### config.mk
export PLATFORM = sky130hd
export DESIGN_NAME = line_refill_ctrl
export DESIGN_NICKNAME = d
export VERILOG_FILES = /design/src/rtl/mem_if_pkg.sv /design/src/rtl/write_buffer_fifo.sv /design/src/rtl/line_refill_ctrl.sv
export SDC_FILE = /design/constraint.sdc
export NUM_CORES = 1
export LEC_CHECK = 0
export ABC_AREA = 1
export ABC_CLOCK_PERIOD_IN_PS = 3900
export CAP_MARGIN = 20
export CORE_MARGIN = 4
export CORE_UTILIZATION = 40
export CTS_CLUSTER_DIAMETER = 150
export DETAILED_ROUTE_END_ITERATION = 8
export DONT_BUFFER_PORTS = 1
export HOLD_SLACK_MARGIN = 0.02
export MAX_ROUTING_LAYER = met4
export SYNTH_ARGS = -nofsm -noshare
export SYNTH_HDL_FRONTEND = slang
export SYNTH_SLANG_ARGS = --single-unit
### constraint.sdc
create_clock -name clk -period 3.9 [get_ports clk]
set_input_delay 0.39 -clock clk [delete_from_list [all_inputs] [get_ports clk]]
set_output_delay 0.39 -clock clk [all_outputs]
set_load 0.03 [all_outputs]
### src/rtl/mem_if_pkg.sv
// Shared types and constants for the data-cache miss/refill engine and its write buffer.
package mem_if_pkg;

  localparam int BLOCK_WORDS = 4;
  localparam int OFFSET_W    = 2;

  typedef enum logic [1:0] {
    IDLE,
    DRAIN,
    RD_REQ,
    RD_WAIT
  } refill_state_t;

  // One buffered write-through store: word address and data.
  typedef struct packed {
    logic [29:0] addr;
    logic [31:0] data;
  } wb_entry_t;

endpackage

### src/rtl/write_buffer_fifo.sv
// Small synchronous FIFO holding write-through stores until the memory port is free.
module write_buffer_fifo
  import mem_if_pkg::*;
#(
  parameter int WB_DEPTH = 2
) (
  input  logic                            clk,
  input  logic                            rst,
  input  logic                            i_push,
  input  wb_entry_t                       i_entry,
  input  logic                            i_pop,
  output wb_entry_t                       o_head,
  output logic                            o_full,
  output logic                            o_empty,
  output logic [$clog2(WB_DEPTH+1)-1:0]   o_count
);

  localparam int PTR_W = $clog2(WB_DEPTH);
  localparam int CNT_W = $clog2(WB_DEPTH + 1);

  wb_entry_t          r_mem [WB_DEPTH];
  logic [PTR_W-1:0]   r_wr_ptr;
  logic [PTR_W-1:0]   r_rd_ptr;
  logic [CNT_W-1:0]   r_count;
  logic               w_push;
  logic               w_pop;

  // Overflow/underflow protection lives here so callers can drive push/pop freely.
  assign w_push = i_push && !o_full;
  assign w_pop  = i_pop && !o_empty;

  // Storage array: written on push, read at the head pointer.
  // NOTE: the data array has no reset; validity is tracked by r_count, so resetting it would only add flops.
  always_ff @(posedge clk) begin
    if (w_push) begin
      r_mem[r_wr_ptr] <= i_entry;
    end
  end

  // Pointers wrap naturally because WB_DEPTH is a power of two; occupancy tracked separately.
  // NOTE: sequential state uses non-blocking assignments so every flop samples pre-edge values.
  always_ff @(posedge clk) begin
    if (rst) begin
      r_wr_ptr <= '0;
      r_rd_ptr <= '0;
      r_count  <= '0;
    end else begin
      if (w_push) r_wr_ptr <= r_wr_ptr + PTR_W'(1);
      if (w_pop)  r_rd_ptr <= r_rd_ptr + PTR_W'(1);
      case ({w_push, w_pop})
        2'b10:   r_count <= r_count + CNT_W'(1);
        2'b01:   r_count <= r_count - CNT_W'(1);
        default: r_count <= r_count;
      endcase
    end
  end

  assign o_head  = r_mem[r_rd_ptr];
  assign o_full  = (r_count == CNT_W'(WB_DEPTH));
  assign o_empty = (r_count == '0);
  assign o_count = r_count;

endmodule

### src/rtl/line_refill_ctrl.sv
// Miss/refill engine: drains buffered stores, then fetches a cache line word by word
// and streams each returned word straight to the cache.
module line_refill_ctrl
  import mem_if_pkg::*;
#(
  parameter int BLOCK_WORDS = mem_if_pkg::BLOCK_WORDS,
  parameter int WB_DEPTH    = 2
) (
  input  logic        clk,
  input  logic        rst,
  input  logic        miss_req,
  input  logic [27:0] miss_addr,
  output logic        miss_ready,
  input  logic        wr_req,
  input  logic [29:0] wr_addr,
  input  logic [31:0] wr_data,
  output logic        wr_ready,
  output logic        fill_valid,
  output logic [1:0]  fill_idx,
  output logic [31:0] fill_data,
  output logic        fill_done,
  output logic        busy,
  output logic        mem_req,
  output logic        mem_we,
  output logic [29:0] mem_addr,
  output logic [31:0] mem_wdata,
  input  logic        mem_gnt,
  input  logic        mem_rvalid,
  input  logic [31:0] mem_rdata
);

  localparam int FCNT_W = $clog2(WB_DEPTH + 1);
  localparam logic [OFFSET_W-1:0] LAST_WORD = OFFSET_W'(BLOCK_WORDS - 1);

  refill_state_t        r_state;
  logic [27:0]          r_line;
  logic [OFFSET_W-1:0]  r_cnt;

  wb_entry_t            w_push_entry;
  wb_entry_t            w_head;
  logic                 w_full;
  logic                 w_empty;
  logic [FCNT_W-1:0]    w_count;
  logic                 w_push;
  logic                 w_pop;
  logic                 w_miss_acc;

  assign miss_ready   = (r_state == IDLE);
  assign wr_ready     = !w_full;
  assign w_miss_acc   = miss_req && miss_ready;
  assign w_push       = wr_req && wr_ready;
  assign w_push_entry = '{addr: wr_addr, data: wr_data};
  assign w_pop        = mem_req && mem_we && mem_gnt;
  assign busy         = (r_state != IDLE) || !w_empty;

  write_buffer_fifo #(
    .WB_DEPTH (WB_DEPTH)
  ) u_wbuf (
    .clk      (clk),
    .rst      (rst),
    .i_push   (w_push),
    .i_entry  (w_push_entry),
    .i_pop    (w_pop),
    .o_head   (w_head),
    .o_full   (w_full),
    .o_empty  (w_empty),
    .o_count  (w_count)
  );

  // Refill sequencer: line latch, word counter and state transitions.
  always_ff @(posedge clk) begin
    if (rst) begin
      r_state <= IDLE;
      r_line  <= '0;
      r_cnt   <= '0;
    end else begin
      case (r_state)
        IDLE: begin
          if (w_miss_acc) begin
            r_line <= miss_addr;
            r_cnt  <= '0;
            // A store pushed in the accept cycle must also reach memory before the reads.
            r_state <= (!w_empty || w_push) ? DRAIN : RD_REQ;
          end
        end
        DRAIN: begin
          // Leave only when the final entry is granted and nothing new arrived behind it.
          if (w_pop && (w_count == FCNT_W'(1)) && !w_push) begin
            r_state <= RD_REQ;
          end
        end
        RD_REQ: begin
          if (mem_gnt) r_state <= RD_WAIT;
        end
        RD_WAIT: begin
          if (mem_rvalid) begin
            if (r_cnt == LAST_WORD) begin
              r_state <= IDLE;
            end else begin
              r_cnt   <= r_cnt + OFFSET_W'(1);
              r_state <= RD_REQ;
            end
          end
        end
        default: r_state <= IDLE;
      endcase
    end
  end

  // Memory-port mux: buffered writes in IDLE/DRAIN, line reads in RD_REQ.
  // NOTE: every output gets a default first so no path through the case infers a latch.
  always_comb begin
    mem_req   = 1'b0;
    mem_we    = 1'b0;
    mem_addr  = '0;
    mem_wdata = '0;
    case (r_state)
      IDLE: begin
        if (!w_empty && !w_miss_acc) begin
          mem_req   = 1'b1;
          mem_we    = 1'b1;
          mem_addr  = w_head.addr;
          mem_wdata = w_head.data;
        end
      end
      DRAIN: begin
        mem_req   = 1'b1;
        mem_we    = 1'b1;
        mem_addr  = w_head.addr;
        mem_wdata = w_head.data;
      end
      RD_REQ: begin
        mem_req  = 1'b1;
        mem_addr = {r_line, r_cnt};
      end
      default: ;
    endcase
  end

  // Fill stream: returned read data is forwarded in the same cycle it arrives.
  always_comb begin
    fill_valid = (r_state == RD_WAIT) && mem_rvalid;
    fill_idx   = fill_valid ? r_cnt : '0;
    fill_data  = fill_valid ? mem_rdata : '0;
    fill_done  = fill_valid && (r_cnt == LAST_WORD);
  end

endmodule

Word-level counts from Yosys, hierarchy flattened
Memories as Yosys holds them, arrays and structs flattened. A register that Yosys moved wholly into a read port is not among the register bits.
Index checks and enable logic that the tools add are counted.
- register bits: 36
- memory bits (writable): 124
- input bits: 128
- output and inout port bits: 103
- word-level logic and storage cells: 76
- memories: 1
- memories (memory ; depth ; width ; rd ports ; clocked after memory_dff ; write ports ; RTL line ; source):
    u_wbuf.r_mem ; 2 ; 62 ; 1 ; 1 ; 1 ; write_buffer_fifo.sv:21 ; wb_entry_t r_mem [WB_DEPTH];
- $add $sub $neg: 5
- eq/ne operators: 13
- muxes and demuxes: 25
- reduce and logical (&&, ||, !) cells: 26
- operator list (cell ; number):
    $pmux W30 S3 ; 1
    $mux W32 ; 2
    $pmux W32 S2 ; 1
    $mux W30 ; 1
    $mux W2 ; 10
    $logic_and A1 B1 Y1 ; 11
    $eq A2 B2 Y1 const B ; 5
    $ne A2 B2 Y1 const B ; 4
    $pmux W2 S2 ; 2
    $pmux W2 S4 ; 1
    $reduce_and A4 Y1 ; 2
    $eq A2 B1 Y1 const B ; 3
    $reduce_bool A2 Y1 ; 3
    $mux W1 ; 5
    $add A2 B1 Y2 const B ; 2
    $logic_not A1 Y1 ; 4
    $logic_not A2 Y1 ; 2
    $pmux W1 S2 ; 2
    $add A1 B1 Y1 const B ; 2
    $logic_or A1 B1 Y1 ; 2
    $ne A2 B1 Y1 const B ; 1
    $reduce_and A2 Y1 ; 1
    $reduce_or A2 Y1 ; 1
    $sub A2 B1 Y2 const B ; 1

Logic depth before layout (Yosys ltp)
- depth in word-level cells: 12
- gate-level depth with buffers: 11
- gate-level depth less buffers: 11

Cells and area by module
A second synthesis with hierarchy kept.
- cell total of the unflattened synthesis: 662
- area total of the unflattened synthesis: 7339.5 µm²
- by module, submodules not included (module ; times used ; cells an instance ; area each (µm²) ; seq. area each (µm²)):
    write_buffer_fifo ; 1 ; 233 ; 5023.6 ; 3823.7
    line_refill_ctrl ; 1 ; 429 ; 2316.0 ; 640.6

Worst setup path before layout
OpenSTA, ideal clock, no wires.
- path kind: register -> register
- from: reg u_wbuf.r_count[0] (netlist: u_wbuf.o_count[0])
- to: mem u_wbuf.r_mem[1][0] (netlist bit), enable pin
- library setup time: 0.484 ns
- arrival time: 3.625 ns
- required time: 3.416 ns
- setup slack: -0.209 ns
- stages on the path, launching flop included: 6
- buffers on the path: 0
- period minus slack after synthesis: 4.109 ns
- cell sequence: dfxtp_1 inv_1 ha_1 inv_1 nand2_1 nor2_1
- longest elaborated chain between the ends: 6
- ends and longest elaborated chain (what ; RTL line ; source):
    start, declared ; write_buffer_fifo.sv:24 ; logic [CNT_W-1:0] r_count;
    start signal, assigned ; write_buffer_fifo.sv:51 ; 2'b10: r_count <= r_count + CNT_W'(1);
    start signal, assigned ; write_buffer_fifo.sv:52 ; 2'b01: r_count <= r_count - CNT_W'(1);
    start signal, assigned ; write_buffer_fifo.sv:53 ; default: r_count <= r_count;
    $eq A2 B2 Y1 * ; write_buffer_fifo.sv:59 ; assign o_full = (r_count == CNT_W'(WB_DEPTH));
    $logic_not A1 Y1 * ; line_refill_ctrl.sv:49 ; assign wr_ready = !w_full;
    named net wr_ready ; line_refill_ctrl.sv:17 ; output logic wr_ready,
    $logic_and A1 B1 Y1 ; line_refill_ctrl.sv:51 ; assign w_push = wr_req && wr_ready;
    $logic_and A1 B1 Y1 * ; write_buffer_fifo.sv:29 ; assign w_push = i_push && !o_full;
    $mux W1 * ; write_buffer_fifo.sv:35 ; if (w_push) begin
    $mux W1 (implied by the code) * ; write_buffer_fifo.sv:36 ; r_mem[r_wr_ptr] <= i_entry;
    end, declared ; write_buffer_fifo.sv:21 ;
Mark *: on every way through the listed nets, which the timed path passes. The rest lies on a longest branch.

Worst setup path after layout
- from: reg r_state[0]
- to: out mem_addr[26]
- longest elaborated chain between the ends: 6
- elaborated cells between the ends (all ways): 8
- those cells by class: eq/ne: 2; mux: 2; reduce/logical: 4
- ends and longest elaborated chain (what ; RTL line ; source):
    start, declared ; line_refill_ctrl.sv:35 ; refill_state_t r_state;
    start signal, assigned ; line_refill_ctrl.sv:83 ; r_state <= (!w_empty || w_push) ? DRAIN : RD_REQ;
    $logic_not A2 Y1 * ; line_refill_ctrl.sv:48 ; assign miss_ready = (r_state == IDLE);
    named net miss_ready ; line_refill_ctrl.sv:13 ; output logic miss_ready,
    $logic_and A1 B1 Y1 ; line_refill_ctrl.sv:50 ; assign w_miss_acc = miss_req && miss_ready;
    $logic_not A1 Y1 ; line_refill_ctrl.sv:119 ; if (!w_empty && !w_miss_acc) begin
    $logic_and A1 B1 Y1 ; line_refill_ctrl.sv:119 ;
    $mux W30 ; line_refill_ctrl.sv:119 ;
    $pmux W30 S3 * ; line_refill_ctrl.sv:117 ; case (r_state)
    end, declared ; line_refill_ctrl.sv:25 ; output logic [29:0] mem_addr,
Marks and branches as above.

==> results_dict.tcl <==
set metrics [dict create \
    wl_per_cell_microns 18.7 \
    gp_congestion 0.777 \
    yosys.area.top_type "edfxtp_1" \
    finalCriticalPeriod_ns 3.48 \
    relSlewSlack_pct 33.5 \
    vias 4479 \
    io_pins 231 \
    power_frac_clock_pct 27.0 \
    syn_inst 643 \
    clk_pin_slew_ns 0.07 \
    die_h_microns 141 \
    routed_wl_microns 16500 \
    synth_cell_type_count 28 \
    fin_nets 785 \
    die_area_sq_um 19800 \
    final_cells 885 \
    cp_max_fo 43 \
    irDropWorstVdd_uv 394 \
    max_cap_violations 0 \
    power_mw 6.18 \
    drive_gt1_share_pct 18.1 \
    area_delta_synth_final_pct 13.1 \
    synth_xor_area_share_pct 0.249 \
    finalSetupTns_ns 0 \
    overflow 0 \
    outcome "completed" \
    first_pass_iters 4 \
    synth_compound_area_share_pct 5.73 \
    post-synth-top-area-fraction_pct 52.9 \
    core_sq_um 17200 \
    placed_area_sq_um 7300 \
    intPower_mw 3.59 \
    multi_input_area_sq_um 2100 \
    synth-simple-area-share_pct 11.7 \
    end_kind "output port" \
    drc 0 \
    fillCellCount 1581 \
    fmax_ghz 0.288 \
    drt_iter0_drc 237 \
    ys_ff_latch 161 \
    fin_crit_sh_pct 89.2 \
    path_class "reg2out" \
    synth_top_family_by_area "simple AND/OR/NAND/NOR gates" \
    start_util_pct 40.8 \
    grt_max_degree 45 \
    cts_sinks 161 \
    h-tree-depth 4 \
    dieWidth_microns 141 \
    rsz0062_at_grt "false" \
    seq_area_frac_synth_pct 63.5 \
    synthTopCellsByArea "edfxtp_1 53%, dfxtp_1 11%, mux2_2 9.8%" \
    cp-start-kind "flop" \
    numCtsBuffers 17 \
    power_switching_mw 2.59 \
    syn_avg_cell_area_sq_um 10.9 \
    synth_nets 782 \
    antenna_left 0 \
    power.share.combinational_pct 36.5 \
    clock_skew_ns 0.00957 \
    cellLeakagePower_nw 3.18 \
    dp_cells 850 \
    setup_violations 0 \
    cts_tree "done" \
    grt_usage_pct 16.9 \
    slew_violations 0 \
    ctsHoldBuffers 1 \
    fin_area_sq_um 7960 \
    clock_latency_ns 0.42 \
    p_per_area_nw_per_um2 777 \
    ff_latch_area_sq_um 4470 \
    vias_per_cell 5.06 \
    power_frac_seq_pct 36.4 \
    cts_root_buf "clkbuf_16" \
    tightest_slew_ns 0.995 \
    dp_hpwl_microns 11400 \
    pre_cts_slack_ns 0.820 \
    antenna_found_initial 1 \
    grt_pass1_vias 4577 \
    clk_path_buf_depth 2 \
    rows 48 \
    setup_ws_ns 0.422 \
    synth.mux.area_fraction_pct 9.93 \
    postCtsSetupBuffers 0 \
    grt_first_pass_wirelength_microns 24900 \
    required_ns 3.51 \
    synth-adder-area-share_pct 1.96 \
    cts_resized 0 \
    switching_share_pct 41.9 \
    synth_area_sq_um 7030 \
    hold_viol 0 \
    arrival_ns 3.09 \
    ys_warn_count 0 \
    hold_class "in2reg" \
    port_buffers 0 \
]
[power groups by stage]
stage | Sequential, mW | Clock (mW) | Combinational, mW
2_1_floorplan | 2.25 | 0 | 1.88
3_3_place_gp | 2.27 | 0 | 2.25
3_5_place_dp | 2.29 | 0 | 2.29
4_1_cts | 2.25 | 1.71 | 2.29
5_1_grt | 2.28 | 1.79 | 2.47
6_report | 2.25 | 1.67 | 2.26
[registers in the layout, summed over array words and instances, names as in the netlist, named ones only]
| register | cells |
|---|---|
| r_line | 28 |
| u_wbuf.r_wr_ptr | 1 |
| u_wbuf.r_mem | 124 |
| u_wbuf.o_count | 2 |
| u_wbuf.r_rd_ptr | 1 |
| r_state | 2 |
| r_cnt | 2 |
[cells in the mapped netlist, drive strengths merged]
library cell  number
ha                11
dfxtp             37
nand2            103
inv               89
nor3               2
o21ai             32
clkbuf            13
o22ai              1
nor2             101
mux2              62
xor2               2
a21oi             42
nand3              5
edfxtp           124
a21o               1
buf               18
[cells in the final DEF (no fill, tap or decap), drive strengths merged, types with 2 or more instances in the layout]
cell,Yosys,final
clkinv,0,6
inv,89,96
edfxtp,124,124
dfxtp,37,37
nor2,101,101
mux2,62,62
buf,18,14
nand3,5,5
nand2,103,103
o21ai,32,32
clkbuf,13,17
xor2,2,2
nor3,2,2
a21oi,42,42
ha,11,11
[critical path: stages, from the launching register on]
cell and delay [ns]:
dfxtp_1 0.36, inv_1 0.13, ha_1 0.49, nand3_4 0.16, nand2_2 0.54, buf_12 0.30
nand2_1 0.09, a21oi_1 0.60
[cell families after synthesis]
kind of cell	Yosys count
buf+inv	120
simple gates	211
compound gates	76
xor+xnor	2
mux	62
fa+ha+maj	11
flops	161
[final timing paths]
check / startpoint / to / slack [ns] / depth (start not counted)
worst max-delay path: r_state[0] / mem_addr[26] / 0.42 / 7
worst min-delay path: rst / u_wbuf.r_wr_ptr / 0.05 / 1
worst max register to register: r_state[0] / u_wbuf.o_count[1] / 1.51 / 10
worst min register to register: r_line[10] / r_line[10] / 0.48 / 2
[area by class of cell]
class / instances / area share (%)
diodes: 1 / 0.0315
clock buffers: 17 / 5.35
clock inverters: 15 / 2.39
inverters: 89 / 4.20
multi-input cells: 362 / 26.4
flip-flops and latches: 161 / 56.1
well taps: 225 / 3.54
repair buffers: 15 / 2.01
[routing by layer]
layer  vias to the layer above  part of all wire [%]  wire length (microns)  track usage, %
met3                        19                   6.2                   1030            5.43
met2                       152                    52                   8670            28.6
met4                         0                   1.4                    239            5.92
met5                         -                     0                      0               -
met1                      2189                    40                   6580            18.9
li1                       2119                     -                      -               -
[metrics by stage]
stage | hold slack (ns) | utilization [%]
after floorplan | 0.447 | -
after global placement | 0.458 | 42.4
after detailed placement | 0.465 | 42.4
after CTS | 0.0308 | 46.0
after global routing | 0.0280 | 46.2
final | 0.0517 | 46.2
No activity file was read; power rests on OpenSTA's default activity.
